## src/rtl/haar_cascade_scheduler.sv

```systemverilog
// rtl/haar_cascade_scheduler.sv - Haar cascade stage sequencer with saturating leaf accumulator.
// Optional stall watchdog compiled in with HAAR_SCHED_WATCHDOG_EN.
module haar_cascade_scheduler #(
    parameter int NUM_STAGES      = 25,
    parameter int DATA_WIDTH_16   = 16,
    parameter int ACC_WIDTH       = 20,
    parameter int STAGE_IDX_WIDTH = 5,
    parameter int WDT_LIMIT       = 1023
) (
    input  logic                       clk,
    input  logic                       reset,
    input  logic                       i_start,
    input  logic                       i_abort,
    input  logic                       i_tree_valid,
    input  logic [DATA_WIDTH_16-1:0]   i_tree_value,
    input  logic                       i_thr_valid,
    input  logic [DATA_WIDTH_16-1:0]   i_thr_value,
    output logic [NUM_STAGES-1:0]      o_stage_en,
    output logic [STAGE_IDX_WIDTH-1:0] o_stage_idx,
    output logic                       o_busy,
    output logic                       o_done,
    output logic                       o_face,
    output logic                       o_error
);
    typedef enum logic [1:0] {S_IDLE, S_RUN, S_CHECK, S_DONE} state_e;

    localparam logic [ACC_WIDTH-1:0]       ACC_MAX    = {1'b0, {(ACC_WIDTH-1){1'b1}}};
    localparam logic [ACC_WIDTH-1:0]       ACC_MIN    = {1'b1, {(ACC_WIDTH-1){1'b0}}};
    localparam logic [STAGE_IDX_WIDTH-1:0] LAST_STAGE = STAGE_IDX_WIDTH'(NUM_STAGES - 1);
    localparam logic [NUM_STAGES-1:0]      EN_ONE     = NUM_STAGES'(1);

    state_e                       state_q, state_d;
    logic [STAGE_IDX_WIDTH-1:0]   stage_q, stage_d;
    logic [ACC_WIDTH-1:0]         acc_q, acc_d;
    logic [DATA_WIDTH_16-1:0]     thr_q, thr_d;
    logic                         face_q, face_d;
    logic [NUM_STAGES-1:0]        stage_en_q, stage_en_d;
    logic                         busy_q, done_q;

    logic [ACC_WIDTH:0]           sum;
    logic [ACC_WIDTH-1:0]         acc_add;
    logic [ACC_WIDTH-1:0]         thr_ext;
    logic                         pass;

`ifdef HAAR_SCHED_WATCHDOG_EN
    localparam int WDT_W = $clog2(WDT_LIMIT + 1);
    logic [WDT_W-1:0] wdt_q, wdt_d;
    logic             error_q, error_d;
`endif

    // One guard bit above the accumulator exposes overflow for saturation.
    always_comb begin
        sum     = {acc_q[ACC_WIDTH-1], acc_q} + (ACC_WIDTH+1)'($signed(i_tree_value));
        acc_add = sum[ACC_WIDTH-1:0];
        if (sum[ACC_WIDTH] != sum[ACC_WIDTH-1]) begin
            acc_add = sum[ACC_WIDTH] ? ACC_MIN : ACC_MAX;
        end
        thr_ext = ACC_WIDTH'($signed(thr_q));
        pass    = $signed(acc_q) >= $signed(thr_ext);
    end

    always_comb begin
        state_d = state_q;
        stage_d = stage_q;
        acc_d   = acc_q;
        thr_d   = thr_q;
        face_d  = face_q;
`ifdef HAAR_SCHED_WATCHDOG_EN
        error_d = error_q;
        wdt_d   = '0;
`endif
        case (state_q)
            S_IDLE: begin
                if (i_start) begin
                    state_d = S_RUN;
                    stage_d = '0;
                    acc_d   = '0;
                    face_d  = 1'b0;
`ifdef HAAR_SCHED_WATCHDOG_EN
                    error_d = 1'b0;
`endif
                end
            end
            S_RUN: begin
                if (i_tree_valid) begin
                    acc_d = acc_add;
                end
                if (i_thr_valid) begin
                    thr_d   = i_thr_value;
                    state_d = S_CHECK;
                end
`ifdef HAAR_SCHED_WATCHDOG_EN
                else if (!i_tree_valid) begin
                    if (wdt_q == WDT_W'(WDT_LIMIT)) begin
                        state_d = S_DONE;
                        face_d  = 1'b0;
                        error_d = 1'b1;
                    end else begin
                        wdt_d = wdt_q + 1'b1;
                    end
                end
`endif
            end
            S_CHECK: begin
                if (pass && stage_q != LAST_STAGE) begin
                    stage_d = stage_q + 1'b1;
                    acc_d   = '0;
                    state_d = S_RUN;
                end else begin
                    face_d  = pass;
                    state_d = S_DONE;
                end
            end
            S_DONE: begin
                state_d = S_IDLE;
            end
            default: begin
                state_d = S_IDLE;
            end
        endcase

        if (i_abort && state_q != S_IDLE) begin
            state_d = S_IDLE;
            stage_d = stage_q;
            acc_d   = '0;
            face_d  = face_q;
`ifdef HAAR_SCHED_WATCHDOG_EN
            error_d = error_q;
`endif
        end

        // Enables follow the next state so CHECK drops them for a full cycle.
        stage_en_d = (state_d == S_RUN) ? (EN_ONE << stage_d) : '0;
    end

    always_ff @(posedge clk or negedge reset) begin
        if (!reset) begin
            state_q    <= S_IDLE;
            stage_q    <= '0;
            acc_q      <= '0;
            thr_q      <= '0;
            face_q     <= 1'b0;
            stage_en_q <= '0;
            busy_q     <= 1'b0;
            done_q     <= 1'b0;
        end else begin
            state_q    <= state_d;
            stage_q    <= stage_d;
            acc_q      <= acc_d;
            thr_q      <= thr_d;
            face_q     <= face_d;
            stage_en_q <= stage_en_d;
            busy_q     <= (state_d != S_IDLE);
            done_q     <= (state_d == S_DONE);
        end
    end

`ifdef HAAR_SCHED_WATCHDOG_EN
    always_ff @(posedge clk or negedge reset) begin
        if (!reset) begin
            wdt_q   <= '0;
            error_q <= 1'b0;
        end else begin
            wdt_q   <= wdt_d;
            error_q <= error_d;
        end
    end
    assign o_error = error_q;
`else
    assign o_error = 1'b0;
`endif

    assign o_stage_en  = stage_en_q;
    assign o_stage_idx = stage_q;
    assign o_busy      = busy_q;
    assign o_done      = done_q;
    assign o_face      = face_q;
endmodule

```

## config.mk

```make
export PLATFORM = sky130hd
export DESIGN_NAME = haar_cascade_scheduler
export DESIGN_NICKNAME = d
export VERILOG_FILES = /design/src/rtl/haar_cascade_scheduler.sv
export SDC_FILE = /design/constraint.sdc
export NUM_CORES = 1
export LEC_CHECK = 0
export CAP_MARGIN = 20
export CORE_MARGIN = 3
export CORE_UTILIZATION = 49
export DETAILED_ROUTE_END_ITERATION = 6
export GPL_ROUTABILITY_DRIVEN = 1
export PLACE_DENSITY = 0.77
export SLEW_MARGIN = 10
export SYNTH_ARGS = -nofsm -noshare
export SYNTH_HDL_FRONTEND = slang
export SYNTH_SLANG_ARGS = --single-unit
```

## constraint.sdc

```tcl
create_clock -name clk -period 3.2 [get_ports clk]
set_input_delay 0.8 -clock clk [delete_from_list [all_inputs] [get_ports clk]]
set_output_delay 0.8 -clock clk [all_outputs]
set_load 0.1 [all_outputs]
```

# After elaboration in Yosys (flattened, before gate mapping)
# Cells that the tools add are included.
[classes] n_shift=1 order_cmp=1 eq_ne=12 muxes=20 bitwise=1 reduce_logical=10 add_sub_neg=2
[ops] cell="20-bit two-way mux" n=6
[ops] cell="20-bit one-hot mux with 3 select lines" n=1
[ops] cell="25-bit two-way mux" n=1
[ops] cell="1-bit by 5-bit << shifter with 25-bit output, first input constant" n=1
[ops] cell="20-bit by 16-bit adder with 21-bit output" n=1
[ops] cell="20-bit by 16-bit >= comparator with 1-bit output" n=1
[ops] cell="5-bit two-way mux" n=3
[ops] cell="5-bit one-hot mux with 2 select lines" n=1
[ops] cell="3-bit != test, second input constant" n=3
[ops] cell="2-bit two-way mux" n=4
[ops] cell="2-bit one-hot mux with 4 select lines" n=1
[ops] cell="4-bit AND reduction" n=2
[ops] cell="2-bit equality test, second input constant" n=3
[ops] cell="2-bit nonzero test" n=3
[ops] cell="5-bit by 1-bit adder with 5-bit output, second input constant" n=1
[ops] cell="5-bit != test, second input constant" n=1
[ops] cell="2-bit by 1-bit equality test with 1-bit output, second input constant" n=2
[ops] cell="2-bit != test, second input constant" n=2
[ops] cell="4-bit nonzero test" n=1
[ops] cell="1-bit logical AND" n=2
[ops] cell="2-bit zero test" n=1
[ops] cell="1-bit two-way mux" n=2
[ops] cell="1-bit one-hot mux with 2 select lines" n=1
[ops] cell="2-bit AND reduction" n=1
[ops] cell="2 further kinds" n=2
[word_totals] regBits=71 out_inout_bits=34 elab_cells=55 in_bits=38

# Depth between registers and ports, before layout
# Gate-level depths: netlist of the first run.
[logic_depth] ltp_word=7 mapped_depth=12 mapped_depth_nobuf=11

# Worst setup path before layout of the first run
# No wires, ideal clock.
[synth_path] path_kind="input to register" start="in i_tree_value[0]" end="reg acc_q[0]" arrival_time_ps=3501 path_slack_ps=-427 t_required_ps=3074 setup_ps=126 path_buffers=1 cell_stages=11 path_cell_list="ha_1 fa_1 a211oi_2 o21ai_1 a41o_1 o31ai_4 o31ai_2 a2111oi_4 a211oi_2 buf_2 a221o_1"
[synth_between] elab_chain_len=6 elab_cells_between_ends=7 cone_classes="add/sub (1); eq/ne (1); mux (5)"
[synth_lines] element="from (decl)" line="15" text="input logic [DATA_WIDTH_16-1:0] i_tree_value,"
[synth_lines] element="20-bit by 16-bit adder with 21-bit output *" line="53" text="sum = {acc_q[ACC_WIDTH-1], acc_q} + (ACC_WIDTH+1)'($signed(i_tree_value));"
[synth_lines] element="20-bit two-way mux or 1-bit != test (tied branches)" line="56, 55"
[synth_lines] element="20-bit two-way mux *" line="55" text="if (sum[ACC_WIDTH] != sum[ACC_WIDTH-1]) begin"
[synth_lines] element="20-bit two-way mux *" line="85" text="if (i_tree_valid) begin"
[synth_lines] element="20-bit one-hot mux with 3 select lines *" line="72" text="case (state_q)"
[synth_lines] element="20-bit two-way mux *" line="122" text="if (i_abort && state_q != S_IDLE) begin"
[synth_lines] element="to (signal assigned)" line="140" text="acc_q <= '0;"
[synth_lines] element="to (signal assigned)" line="149" text="acc_q <= acc_d;"
[synth_lines] element="to (decl)" line="34" text="logic [ACC_WIDTH-1:0] acc_q, acc_d;"
# Every way passes the cells marked *; elsewhere a longest branch is shown, timed or not. The select of a mux whose other input is x is not followed.
# A chain may end at the register's enable or synchronous reset.

# Worst setup path after layout of the first run
[layout_path] start="in i_tree_value[7]" end="reg acc_q[7]"
# The elaborated chain is that of the path after synthesis.

==> results of run 1 <==
power by group through the flow:
stage	logic [mW]	clock network, mW	registers [mW]
finish	3.48	0.695	1.43
global route	3.80	0.749	1.47
CTS	3.22	0.707	1.42
detailed placement	3.04	0	1.42
global placement	2.92	0	1.41
floorplan	1.88	0	1.55
worst max path at each step:
stage	startpoint	cells after the start	slack [ps]	endpoint
final	i_tree_value[7]	12	-9	acc_q[7]
after global routing	i_tree_value[0]	13	-80	acc_q[10]
after CTS	i_tree_value[0]	13	-30	acc_q[1]
after detailed placement	i_tree_value[0]	11	-820	acc_q[8]
after global placement	i_tree_value[0]	11	-730	acc_q[9]
after floorplan	i_tree_value[0]	11	-220	acc_q[2]
cell usage in the layout, fill, tap and decap left out, drive strengths merged, types with 6 or more instances in the layout:
cell type / synthesis / final
buf: 4 / 105
dfrtp: 71 / 71
ha: 42 / 42
nor3: 31 / 31
clkdlybuf4s50: 0 / 29
inv: 24 / 28
a21oi: 27 / 27
nand2: 24 / 24
a221o: 19 / 19
o21ai: 18 / 18
mux2: 16 / 16
nor2: 14 / 14
nand3: 12 / 12
a21o: 10 / 10
xnor2: 10 / 10
nand2b: 10 / 10
clkbuf: 11 / 10
o21a: 7 / 7
xor2: 6 / 6
nor3b: 6 / 6
a211oi: 5 / 6
per-stage QoR:
step,worst slack [ps],instances
2_1_floorplan,-220.9,423
3_3_place_gp,-734.1,639
3_5_place_dp,-824.7,639
4_1_cts,-25.68,661
5_1_grt,-75.92,670
6_report,-8.940,670
flip-flops by register name, indices dropped and copies added, names as in the netlist:
register	count
o_busy	1
acc_q	20
o_done	1
o_face	1
o_stage_idx	5
state_q	2
thr_q	16
o_stage_en	25
metal layers:
layer  vias to the layer above  wire length (um)  global-route usage [%]
met5                         -                 0                       0
met4                         0               197                   7.461
li1                       1851                 -                       -
met2                       106              5708                   38.64
met1                      1899              4830                   29.74
met3                        17               592                   2.988
worst max-delay path: cells and delay by family:
| kind | cells | cell delay (ps) |
|---|---|---|
| compound gates | 8 | 1680 |
| buf+inv | 3 | 760 |
| fa+ha+maj | 1 | 210 |
cell families (layout without fill, tap and decap cells):
logic type / after synthesis / in the layout / synth area share [%]
DFF: 71 / 71 / 41.04
other: 1 / 1 / 0.08662
adders and majority gates: 43 / 43 / 12.60
AOI/OAI and AO/OA: 111 / 112 / 19.39
and+or+nand+nor: 124 / 124 / 15.46
muxes: 18 / 18 / 4.624
buffers and inverters: 39 / 180 / 3.555
xor gates and xnor gates: 16 / 16 / 3.237
synth_stat cells (3+ instances only):
| cell | n | area (um^2) |
|---|---|---|
| dfrtp_1 | 71 | 1777 |
| a211oi_1 | 3 | 22.52 |
| nand2_1 | 24 | 90.09 |
| o221ai_1 | 3 | 26.28 |
| nor2b_1 | 5 | 31.28 |
| a221o_1 | 19 | 190.2 |
| nor3b_1 | 6 | 45.04 |
| clkbuf_1 | 11 | 41.29 |
| or2_2 | 3 | 18.77 |
| and2_1 | 3 | 18.77 |
| nand4_1 | 5 | 31.28 |
| xor2_1 | 6 | 52.55 |
| a21o_1 | 10 | 75.07 |
| ha_1 | 42 | 525.5 |
| nand2b_1 | 10 | 62.56 |
| o21ai_0 | 17 | 85.08 |
| nand3_1 | 12 | 60.06 |
| nor3_1 | 29 | 145.1 |
| xnor2_1 | 10 | 87.58 |
| a21oi_1 | 27 | 135.1 |
| o21a_1 | 7 | 52.55 |
| mux2_2 | 16 | 180.2 |
| inv_1 | 23 | 86.33 |
| buf_2 | 3 | 15.01 |
| nor2_1 | 14 | 52.55 |
final cells by class:
| type | instances | area, um^2 | area share, % |
|---|---|---|---|
| timing repair buffer | 140 | 1180 | 19.53 |
| tap | 105 | 131.4 | 2.175 |
| sequential | 71 | 1777 | 29.41 |
| multi-input combinational | 314 | 2676 | 44.30 |
| clock buffer | 9 | 123.9 | 2.051 |
| clock inverter | 7 | 62.56 | 1.036 |
| inverter | 24 | 90.09 | 1.491 |
what timing repair did:
item,in CTS,in global routing
gates cloned,2,0
hold buffers,0,0
pin swaps,21,22
setup endpoints to repair,29,44
setup buffers,4,10
gates resized for setup,31,30
==> reports/metrics.csv, run 1 <==
stage,metric,value,unit
outcome,outcome,finished with violations,
outcome,failed_checks,setup timing,
cells_and_area,syn_to_final_growth,39.54,%
clock_tree,cts_buffer_depth,2,
clock_tree,cts-root-buf,clkbuf_8,
global_routing,grtUsageTotal,22.59,%
critical_path,cp_slowest_cell,clkdlybuf4s50_1,
floorplanning,initial_utilization,51.65,%
power_and_ir_drop,power_density,927.4,nW/um^2
critical_path,r2r_slack,70,ps
sta,fin_skew,12.77,ps
critical_path,crit_path_cell_trace,clkdlybuf4s50_1 > ha_1 > a21o_1 > a21o_1 > a41o_1 > o31ai_4 > o31ai_4 > a2111oi_4 > buf_6 > a211oi_4 > buf_12 > a221o_1,
sta,fin_crit_sh,100.3,%
power_and_ir_drop,vdd_drop_max,426.0,uV
power_and_ir_drop,switching_share,44.79,%
global_routing,grt_antenna_before_repair,0,
global_routing,grt_max_degree,72,
cells_and_area,fin_area,6041,um^2
worst_hold_path,min_to,thr_q[12],
synth,synthesis.nets,504,
drt,first_iter_violations,183,
critical_path,cp.required,3440,ps
critical_path,rr_startpoint,acc_q[11],
synth,synth_cell_types,61,
worst_hold_path,worst_hold_path.num_cells,1,
critical_path,crit_path_start_kind,primary input,
synth,async_flop_share,100.0,%
power_and_ir_drop,combPwrFrac,62.2,%
synth,synth_edf_count,0,
placement,placed_area,5474,um^2
critical_path,crit_path_end_kind,register,
synth,yosys_register_bits,71,
synth,synthCells,423,
global_routing,grt_pass1_vias,3807,
cells_and_area,drive_gt1_share,31.86,%
cells_and_area,nets,641,
power_and_ir_drop,p_int,3.093,mW
drt,drc,0,
power_and_ir_drop,power,5.602,mW
critical_path,critPathMaxFanout,10,
worst_hold_path,hold_start,thr_q[12],
drt,drt_pass1_iterations,5,
power_and_ir_drop,clkPwrFrac,12.4,%
global_routing,grt.overflow.total,0,
clock_tree,cts_tree,done,
synth,ys.flop_type,dfrtp_1,
synth,yosysSeqAreaShare,41.04,%
sta,worstMarginPinSlew,873.2,ps
drt,viasPerCell,5.781,
sta,hold_viol,0,
cells_and_area,fin_util,72.07,%
placement,gp_congestion,0.8234,
sta,final-max-slew-violation-count,0,
clock_tree,clk_pin_slew,90,ps
synth,avgSynthCellArea,10.23,um^2
global_routing,grt_pass1_wl,17.98,mm
clock_tree,clock_latency,360,ps
critical_path,worstPathArrival,3450,ps
critical_path,cpPeakStageDelay,410,ps
cells_and_area,fillCellCount,631,
clock_tree,cts_made_buffers,9,
synth,synth_area,4329,um^2
floorplanning,io_pins,72,
sta,rsz0062_at_grt,yes,
sta,hold_ws,506.3,ps
sta,setup_viol,1,
drt,ant_nets,0,
floorplanning,dieArea,9999,um^2
synth,ys_warn_count,0,
critical_path,regToRegEndpoint,o_stage_en[24],
critical_path,worst-setup-path-type,in2reg,
cells_and_area,diodes,0,
floorplanning,die_w,100.0,um
power_and_ir_drop,p_seq_share,25.4,%
floorplanning,core-area,8382,um^2
worst_hold_path,min_path_type,reg2reg,
sta,fmax,311.6,MHz
clock_tree,cts.sinks,71,
placement,io_buffers,70,
drt,totalWireLength,11.33,mm
power_and_ir_drop,power.switching,2.509,mW
sta,period_minus_slack,3209,ps
sta,tns,-8.940,ps
job,drv_cap,0,
sta,slew_headroom,41.78,%
floorplanning,die_h,100.0,um
power_and_ir_drop,power_leakage,2.891,nW
drt,avgRoutedWirePerCell,16.91,um
drt,vias,3873,
placement,place.detailed.hpwl,8.052,mm
floorplanning,rows,33,
clock_tree,htreeDepth,3,
sta,setup_ws,-8.940,ps
critical_path,r2r_cells,10,
Note: power is estimated with default switching activity, not from simulation.
==> run 2: changes to the inputs <==
--- a/config.mk
+++ b/config.mk
@@ -7,5 +7,4 @@
 export LEC_CHECK = 0
 export CAP_MARGIN = 20
-export CORE_MARGIN = 3
 export CORE_UTILIZATION = 49
 export DETAILED_ROUTE_END_ITERATION = 6
==> constraint.sdc (replaced) <==
create_clock -name clk -period 3.2 [get_ports clk]
set_input_delay 0.8 -clock clk [delete_from_list [all_inputs] [get_ports clk]]
set_output_delay 0.8 -clock clk [all_outputs]
set_load 0.005 [all_outputs]
==> run 2 against run 1 <==
The run still ends with setup timing left. Non-clock buffer count is 1 lower. Critical path depth is the same. Combinational power decreased by 6.0%. Wire length fell by 0.69%.
==> reports/metrics.csv, run 2 (synthesis gave the netlist of run 1 again) <==
stage,metric,value,unit,change
clock_tree,clk_pin_slew,90,ps,about the same
sta,period_minus_slack,3249,ps,was 3209 ps
placement,post-place-cells,633,,was 639
global_routing,grt-busiest-layer,met2,,unchanged
sta,worstMarginPinSlew,638.6,ps,was 873.2 ps
placement,place.detailed.hpwl,7.808,mm,was 8.052 mm
clock_tree,cts_tree,done,,unchanged
global_routing,grt_antenna_before_repair,0,,unchanged
clock_tree,cts_made_buffers,9,,unchanged
sta,fin_skew,6.831,ps,was 12.77 ps
cells_and_area,fin_util,73.55,%,was 72.07%
floorplanning,initial_utilization,51.65,%,unchanged
floorplanning,dieArea,9215,um^2,was 9999 um^2
global_routing,use_met1,31.83,%,was 29.74%
critical_path,worst-setup-path-type,in2reg,,unchanged
critical_path,crit_path_start_kind,primary input,,unchanged
critical_path,critPathLaunch,i_tree_value[7],,unchanged
job,drv_cap,0,,unchanged
sta,setup_viol,16,,was 1
global_routing,globalRouteMet2Util,43.20,%,was 38.64%
global_routing,grt_pass1_vias,3861,,was 3807
clock_tree,htreeDepth,3,,unchanged
critical_path,cp.buffers_inverters,3,,unchanged
critical_path,worstPathArrival,3480,ps,was 3450 ps
power_and_ir_drop,power_density,876.5,nW/um^2,was 927.4 nW/um^2
clock_tree,clock_latency,350,ps,was 360 ps
cells_and_area,final_cells,670,,unchanged
worst_hold_path,min_path_type,in2async,,was reg2reg
drt,ant_nets,0,,unchanged
floorplanning,io_pins,72,,unchanged
cells_and_area,final_common_cell,dfrtp_1,,was buf_4
floorplanning,die_h,96.00,um,was 100.0 um
sta,fin_crit_sh,101.5,%,was 100.3%
critical_path,cp_top_family,compound AO/OA/AOI/OAI gates,,unchanged
drt,totalWireLength,11.25,mm,was 11.33 mm
global_routing,met3_usage,5.371,%,was 2.988%
placement,gp_congestion,0.8735,,was 0.8234
global_routing,grt_pass1_wl,17.75,mm,was 17.98 mm
power_and_ir_drop,power_leakage,2.852,nW,was 2.891 nW
critical_path,crit_path_end_kind,register,,unchanged
cells_and_area,syn_to_final_growth,42.40,%,was 39.54%
drt,drc,0,,unchanged
critical_path,crit_path_cell_trace,clkdlybuf4s50_1 > ha_1 > a21o_1 > a21o_1 > a41o_1 > o31ai_4 > o31ai_4 > a2111oi_4 > buf_6 > a211oi_4 > buf_6 > a221o_1,,was clkdlybuf4s50_1 > ha_1 > a21o_1 > a21o_1 > a41o_1 > o31ai_4 > o31ai_4 > a2111oi_4 > buf_6 > a211oi_4 > buf_12 > a221o_1
cells_and_area,largest_register_ffs,25,,unchanged
power_and_ir_drop,power,5.403,mW,was 5.602 mW
critical_path,cp.required,3430,ps,was 3440 ps
clock_tree,hold_buffers,0,,unchanged
placement,placed_area,5524,um^2,was 5474 um^2
clock_tree,cts.sinks,71,,unchanged
sta,rsz0062_at_grt,yes,,unchanged
critical_path,rr_startpoint,acc_q[0],,was acc_q[11]
floorplanning,core-area,8382,um^2,unchanged
sta,final-max-slew-violation-count,0,,unchanged
sta,hold_viol,0,,unchanged
global_routing,grt.overflow.total,0,,unchanged
placement,io_buffers,70,,unchanged
drt,avgRoutedWirePerCell,16.79,um,was 16.91 um
critical_path,cp_slowest_cell,clkdlybuf4s50_1,,unchanged
cells_and_area,fin_area,6165,um^2,was 6041 um^2
power_and_ir_drop,vdd_drop_max,462.1,uV,was 426.0 uV
cells_and_area,mostFrequentLayoutCells,"dfrtp_1 (71), clkdlybuf4s50_1 (62), buf_4 (60)",,"was buf_4 (95), dfrtp_1 (71), ha_1 (37)"
cells_and_area,diodes,0,,unchanged
cells_and_area,fillCellCount,584,,was 631
global_routing,grtUsageTotal,25.18,%,was 22.59%
cells_and_area,drive_gt1_share,26.73,%,was 31.86%
sta,slew_headroom,57.33,%,was 41.78%
global_routing,grt_max_degree,69,,was 72
drt,viasPerCell,5.825,,was 5.781
critical_path,critPathMaxFanout,6,,was 10
outcome,outcome,finished with violations,,unchanged
critical_path,cpPeakStageDelay,440,ps,was 410 ps
drt,drt_pass1_iterations,5,,unchanged
floorplanning,rows,33,,unchanged
drt,vias,3903,,was 3873
sta,fmax,307.8,MHz,was 311.6 MHz
drt,first_iter_violations,231,,was 183
sta,tns,-337.7,ps,was -8.940 ps
critical_path,r2r_cells,12,,was 10
outcome,failed_checks,setup timing,,unchanged
floorplanning,die_w,96.00,um,was 100.0 um
clock_tree,cts_buffer_depth,2,,unchanged
clock_tree,cts-root-buf,clkbuf_8,,unchanged
cells_and_area,nets,641,,unchanged
critical_path,cp.depth,12,,unchanged
sta,setup_ws,-49.05,ps,was -8.940 ps
-- run 2: metrics by stage --
stage	hold WS [ps]	setup WS, ps
floorplan	479.4	-220.9
global placement	488.0	-732.7
detailed placement	494.3	-870.2
CTS	238.1	-79.66
global route	237.0	-92.59
finish	242.6	-49.05
-- run 2: worst paths after layout --
| kind | slack [ps] | endpoint |
|---|---|---|
| min in group clk | 510 | thr_q[10] |
| hold reg to reg | 510 | thr_q[10] |
| hold / removal | 240 | thr_q[8] |
| max in group asynchronous | 2400 | o_stage_en[22] |
| setup reg to reg | 60 | acc_q[0] |
| setup / recovery | -50 | acc_q[0] |
-- run 2: per-layer routing --
layer / vias to the layer above / wire (um)
met5: - / 0
met4: 0 / 283
met3: 24 / 658
met2: 119 / 5644
met1: 1904 / 4665
li1: 1856 / -
-- run 2: worst reg2reg max path, cell delays in order, from the launching register on --
cell and delay, ps:
dfrtp_1 440, ha_4 190, fa_2 360, a211oi_4 260, o21ai_2 120, a41o_1 260
o31ai_4 230, o31ai_4 120, a2111oi_4 320, buf_6 200, a211oi_4 80, buf_6 150
a221o_1 300
-- run 2: timing repair --
action | CTS | global route
buffers inserted | 10 | 8
pin swaps | 20 | 24
gates resized for setup | 34 | 36
cloned | 3 | 0
endpoints found under the setup margin | 36 | 45
-- run 2: report_power, final --
group / internal [mW] / total (mW) / switching [mW] / leakage (nW)
registers: 1.17 / 1.43 / 0.260 / 0.943
logic: 1.66 / 3.27 / 1.61 / 1.81
clock network: 0.307 / 0.710 / 0.403 / 0.101
-- run 2: final cells by class --
cell class	count	area (um^2)	area share (%)
Sequential cell	71	1777	28.82
Timing Repair Buffer	139	1262	20.48
Clock buffer	9	123.9	2.009
Clock inverter	7	68.82	1.116
Tap cell	105	131.4	2.131
Inverter	24	92.59	1.502
Multi-Input combinational cell	315	2709	43.94
